`src/rtl/internal_node_tree.sv`:
```
// rtl/internal_node_tree.sv - dual-query 6-level KD-tree traversal engine, 63 internal nodes, 64 leaves
// Optional second query port: INTERNAL_NODE_TREE_DUAL_PORT_EN
module internal_node_tree #(
  parameter int INTERNAL_WIDTH = 22,
  parameter int PATCH_WIDTH    = 55,
  parameter int ADDRESS_WIDTH  = 8
) (
  input  logic                      clk,
  input  logic                      rst_n,
  input  logic                      fsm_enable,
  input  logic                      sender_enable,
  input  logic [INTERNAL_WIDTH-1:0] sender_data,
  input  logic                      patch_en,
  input  logic [PATCH_WIDTH-1:0]    patch_in,
  input  logic                      patch_two_en,
  input  logic [PATCH_WIDTH-1:0]    patch_two_in,
  output logic [ADDRESS_WIDTH-1:0]  leaf_index,
  output logic [ADDRESS_WIDTH-1:0]  leaf_index_two,
  output logic                      receiver_en,
  output logic                      receiver_two_en
);

  localparam int CW     = 11;
  localparam int LEVELS = 6;
  localparam int NODES  = 63;
`ifdef INTERNAL_NODE_TREE_DUAL_PORT_EN
  localparam int NP = 2;
`else
  localparam int NP = 1;
`endif

  logic [INTERNAL_WIDTH-1:0] nodes [NODES];
  logic [5:0]                wptr;

  logic                   q_en  [NP];
  logic [PATCH_WIDTH-1:0] q_in  [NP];

  logic                   vld   [NP][LEVELS];
  logic [PATCH_WIDTH-1:0] pat   [NP][LEVELS];
  logic [5:0]             path  [NP][LEVELS];
  logic                   go_right [NP][LEVELS];
  logic [5:0]             res   [NP];
  logic                   res_v [NP];

  function automatic logic [CW-1:0] sel_comp(input logic [PATCH_WIDTH-1:0] pt,
                                             input logic [CW-1:0] dim);
    case (dim)
      11'd1:   sel_comp = pt[1*CW +: CW];
      11'd2:   sel_comp = pt[2*CW +: CW];
      11'd3:   sel_comp = pt[3*CW +: CW];
      11'd4:   sel_comp = pt[4*CW +: CW];
      default: sel_comp = pt[0 +: CW];
    endcase
  endfunction

  always_ff @(posedge clk or negedge rst_n) begin
    if (!rst_n) begin
      for (int i = 0; i < NODES; i++) nodes[i] <= '0;
      wptr <= '0;
    end else if (fsm_enable && sender_enable) begin
      nodes[wptr] <= sender_data;
      wptr        <= (wptr == 6'd62) ? 6'd0 : wptr + 6'd1;
    end
  end

  assign q_en[0] = patch_en;
  assign q_in[0] = patch_in;
`ifdef INTERNAL_NODE_TREE_DUAL_PORT_EN
  assign q_en[1] = patch_two_en;
  assign q_in[1] = patch_two_in;
`else
  logic unused_port_two;
  assign unused_port_two = ^{patch_two_en, patch_two_in};
`endif

  // Stage L holds an L-bit path prefix; its node is heap entry (2^L - 1) + prefix.
  always_comb begin
    logic [5:0]                idx;
    logic [INTERNAL_WIDTH-1:0] node;
    logic [CW-1:0]             comp;
    for (int p = 0; p < NP; p++) begin
      for (int l = 0; l < LEVELS; l++) begin
        idx  = 6'((1 << l) - 1) + path[p][l];
        node = nodes[idx];
        comp = sel_comp(pat[p][l], node[CW-1:0]);
        go_right[p][l] = !($signed(comp) < $signed(node[INTERNAL_WIDTH-1:CW]));
      end
    end
  end

  always_ff @(posedge clk or negedge rst_n) begin
    if (!rst_n) begin
      for (int p = 0; p < NP; p++) begin
        for (int l = 0; l < LEVELS; l++) begin
          vld[p][l]  <= 1'b0;
          pat[p][l]  <= '0;
          path[p][l] <= '0;
        end
        res[p]   <= '0;
        res_v[p] <= 1'b0;
      end
    end else begin
      for (int p = 0; p < NP; p++) begin
        vld[p][0]  <= q_en[p];
        path[p][0] <= '0;
        if (q_en[p]) pat[p][0] <= q_in[p];
        for (int l = 1; l < LEVELS; l++) begin
          vld[p][l]  <= vld[p][l-1];
          pat[p][l]  <= pat[p][l-1];
          path[p][l] <= 6'({path[p][l-1], go_right[p][l-1]});
        end
        res_v[p] <= vld[p][LEVELS-1];
        if (vld[p][LEVELS-1])
          res[p] <= 6'({path[p][LEVELS-1], go_right[p][LEVELS-1]});
      end
    end
  end

  assign leaf_index  = ADDRESS_WIDTH'(res[0]);
  assign receiver_en = res_v[0];
`ifdef INTERNAL_NODE_TREE_DUAL_PORT_EN
  assign leaf_index_two  = ADDRESS_WIDTH'(res[1]);
  assign receiver_two_en = res_v[1];
`else
  assign leaf_index_two  = '0;
  assign receiver_two_en = 1'b0;
`endif

endmodule

```
`config.mk`:
```
export PLATFORM = sky130hd
export DESIGN_NAME = internal_node_tree
export DESIGN_NICKNAME = d
export VERILOG_FILES = /design/src/rtl/internal_node_tree.sv
export SDC_FILE = /design/constraint.sdc
export NUM_CORES = 2
export LEC_CHECK = 0
export CORE_MARGIN = 2
export CORE_UTILIZATION = 25
export CTS_CLUSTER_SIZE = 12
export DETAILED_ROUTE_END_ITERATION = 16
export GPL_TIMING_DRIVEN = 0
export PLACE_DENSITY_LB_ADDON = 0.1
export SYNTH_ARGS = -nofsm -noshare
export SYNTH_HDL_FRONTEND = slang
export SYNTH_SLANG_ARGS = --single-unit
```
`constraint.sdc`:
```
create_clock -name clk -period 5.64 [get_ports clk]
set_clock_uncertainty 0.05 [all_clocks]
set_input_delay 1.128 -clock clk [delete_from_list [all_inputs] [get_ports clk]]
set_output_delay 1.128 -clock clk [all_outputs]
set_load 0.03 [all_outputs]
```
==> impl_metrics.tcl <==
set metrics [dict create \
    ant_nets 0 \
    cp.required_ps 6340 \
    synth_top_area_frac 0.554 \
    syn_avg_cell_area_um2 14.6 \
    synth_top_area_cell "dfrtp_1" \
    cts_buffers 209 \
    grt_pass1_vias 53100 \
    fmaxAchievable_mhz 177 \
    finalSetupViolCount 0 \
    drive_gt1_frac 0.427 \
    ir_drop_v 0.000412 \
    area.growth.synth_to_final_pct 20.3 \
    vias_per_cell 4.82 \
    ios 156 \
    crit_fanout 10 \
    drtPass1Iterations 6 \
    drtIter0Drc 2996 \
    clockBufferDepth 3 \
    insertion_delay_ps 890 \
    power.leakage_nw 42.5 \
    cp-end-kind "flop" \
    yosysSeqAreaShare 0.554 \
    slew_headroom 0.0965 \
    wl_per_cell_um 28.8 \
    arrival_ps 6340 \
    fp.dieW_um 566 \
    die-area_um2 321000 \
    maxSlewViolCount 0 \
    worst_slack_ps 1.27 \
    ys_seq_elements 1750 \
    clk_pin_slew_worst_paths_ps 60 \
    muxShareOfSynthArea 0.326 \
    max-cap-violations 0 \
    netlist_instances 5411 \
    cpMaxStageDelayCell "a311oi_4" \
    syn_area_um2 79100 \
    cts_tree "built" \
    fin_nets 6006 \
    numClockSinks 1750 \
    timing.final.crit_period_ps 5640 \
    synth_edf_count 0 \
    vias 48800 \
    synth_async_sr_flop_share 1.00 \
    tightest_slew_ps 1360 \
    synthSimpleGateAreaFrac 0.0425 \
    synth_top_family_by_area "multiplexers" \
    powerDensity_nw_per_um2 538 \
    finalSetupTns_ps 0 \
    holdWs_ps 133 \
    grt_pass1_wl_um 416000 \
    synth_top_flop_cell "dfrtp_1" \
    cts_root_buf "clkbuf_16" \
    drt-total-wl_um 292000 \
    synthAdderAreaFrac 0.0104 \
    grt_antenna_before_repair 13 \
    final_cell_mix "dfrtp_1 (1748), mux2_2 (1461), mux4_2 (362), clkbuf_1 (328), nand2_1 (221)" \
    rsz0062_at_grt "true" \
    hold_viol 0 \
    dp_hpwl_um 213000 \
    yosysUniqueCellTypes 92 \
    finalPower_mw 51.2 \
    netlist_top_cells_area "dfrtp_1 (55%), mux2_2 (21%), mux4_2 (10%)" \
    start_util 0.251 \
    status "complete, no violations" \
    dieHeight_um 566 \
    grt_max_degree 164 \
    gr-total-overflow 0 \
    gp_congestion 0.792 \
    path_common_cell "buf_12" \
    htreeDepth 4 \
    portBuffers 66 \
    yosysWarnings 0 \
    place_ws_ps -5590 \
    start_kind "flop" \
    grt_use_total 0.181 \
    row_count 206 \
    layout_commonest_cell "dfrtp_1" \
    crit_type "reg2reg" \
    synth_compound_area_frac 0.0385 \
    core-area_um2 315000 \
    min_path_type "in2async" \
    route.detailed.drc 0 \
    critPathMaxStageDelay_ps 400 \
    period_share 1.00 \
    synth_xor_area_frac 0.00204 \
]
==> cell type report <==
type / instances / area [um^2]
fill: 31500 / 220000
timing repair buffer: 178 / 1890
buffer: 471 / 2770
clock inverter: 52 / 753
tap: 4160 / 5200
antenna: 9 / 22.5
clock buffer: 328 / 6350
sequential: 1750 / 43800
inverter: 37 / 174
multi-input combinational: 3155 / 34200
==> through the flow <==
stage | cell area [um^2] | cells | utilization
CTS | 94500 | 10100 | 0.300
detailed placement | 85400 | 9661 | 0.271
floorplan | 79100 | 5421 | -
finish | 95100 | 10100 | 0.302
global route | 95100 | 10100 | 0.302
global placement | 85000 | 9647 | 0.270
==> sequential cells by signal, summed over array words and instances (netlist names) <==
name / count
wptr: 6
pat: 330
receiver_en: 1
nodes: 1386
res: 6
vld: 6
path: 15
==> synthesized netlist by cell type (22+ instances only) <==
master and number:
mux2i_1 105, a22oi_1 32, mux2_2 1462, o21ai_0 94
a211oi_1 26, ha_1 66, nor2b_1 22, clkbuf_1 316
a31oi_1 23, nor2_1 160, a21oi_1 80, nor4_1 69
and3_1 22, nand3_1 48, inv_1 35, mux4_2 362
buf_1 76, buf_2 59, nand2_1 223, nor3_1 70
dfrtp_1 1750
==> per-layer routing <==
| layer | vias to the layer above | share of wire | GRT usage |
|---|---|---|---|
| met1 | 26800 | 0.46 | 0.250 |
| met3 | 318 | 0.029 | 0.0207 |
| met4 | 8 | 0.022 | 0.0428 |
| met2 | 766 | 0.49 | 0.303 |
| li1 | 20900 | - | - |
| met5 | - | 0.00019 | 0 |
==> logic make-up (layout without fill, tap and decap cells) <==
| group | after synthesis | after routing |
|---|---|---|
| XOR/XNOR | 15 | 15 |
| buffers and inverters | 516 | 1066 |
| adder cells (fa/ha/maj) | 66 | 66 |
| AO/OA/AOI/OAI | 432 | 432 |
| AND/OR/NAND/NOR | 698 | 698 |
| multiplexers | 1933 | 1933 |
| other | 1 | 20 |
| flip-flops | 1750 | 1750 |
==> path summary, 6_finish.rpt <==
kind / depth (start not counted) / to / slack, ps / startpoint
max: 27 / res[0]$_DFFE_PN0P_ / 1 / path[0]$_DFF_PN0_
min: 1 / nodes[558]$_DFFE_PN0P_ / 130 / rst_n
max reg2reg: 27 / res[0]$_DFFE_PN0P_ / 1 / path[0]$_DFF_PN0_
min reg2reg: 0 / vld[1]$_DFF_PN0_ / 300 / vld[2]$_DFF_PN0_
max in group asynchronous: 4 / pat[326]$_DFFE_PN0P_ / 2700 / rst_n
min in group clk: 0 / vld[1]$_DFF_PN0_ / 300 / vld[2]$_DFF_PN0_
==> what timing repair did <==
item | in CTS | in global routing
setup buffers | 82 | 16
resized for setup | 379 | 124
endpoints found under the setup margin | 5 | 5
pin swaps | 34 | 45
hold buffers | 0 | 0
==> critical path, delay by kind of cell (launching register included) <==
kind | cells | cell delay [ps]
adder cells (fa/ha/maj) | 2 | 450
AO/OA/AOI/OAI | 10 | 2140
buffers and inverters | 8 | 1080
AND/OR/NAND/NOR | 6 | 1050
flip-flops | 1 | 370
multiplexers | 1 | 320
==> power by group <==
group          switching [mW]  internal (mW)  total [mW]
sequential               1.50           14.6        16.0
clock                    5.77           8.15        13.9
combinational            12.2           9.06        21.2
total                    19.4           31.8        51.2
(Power assumes the default switching activity.)
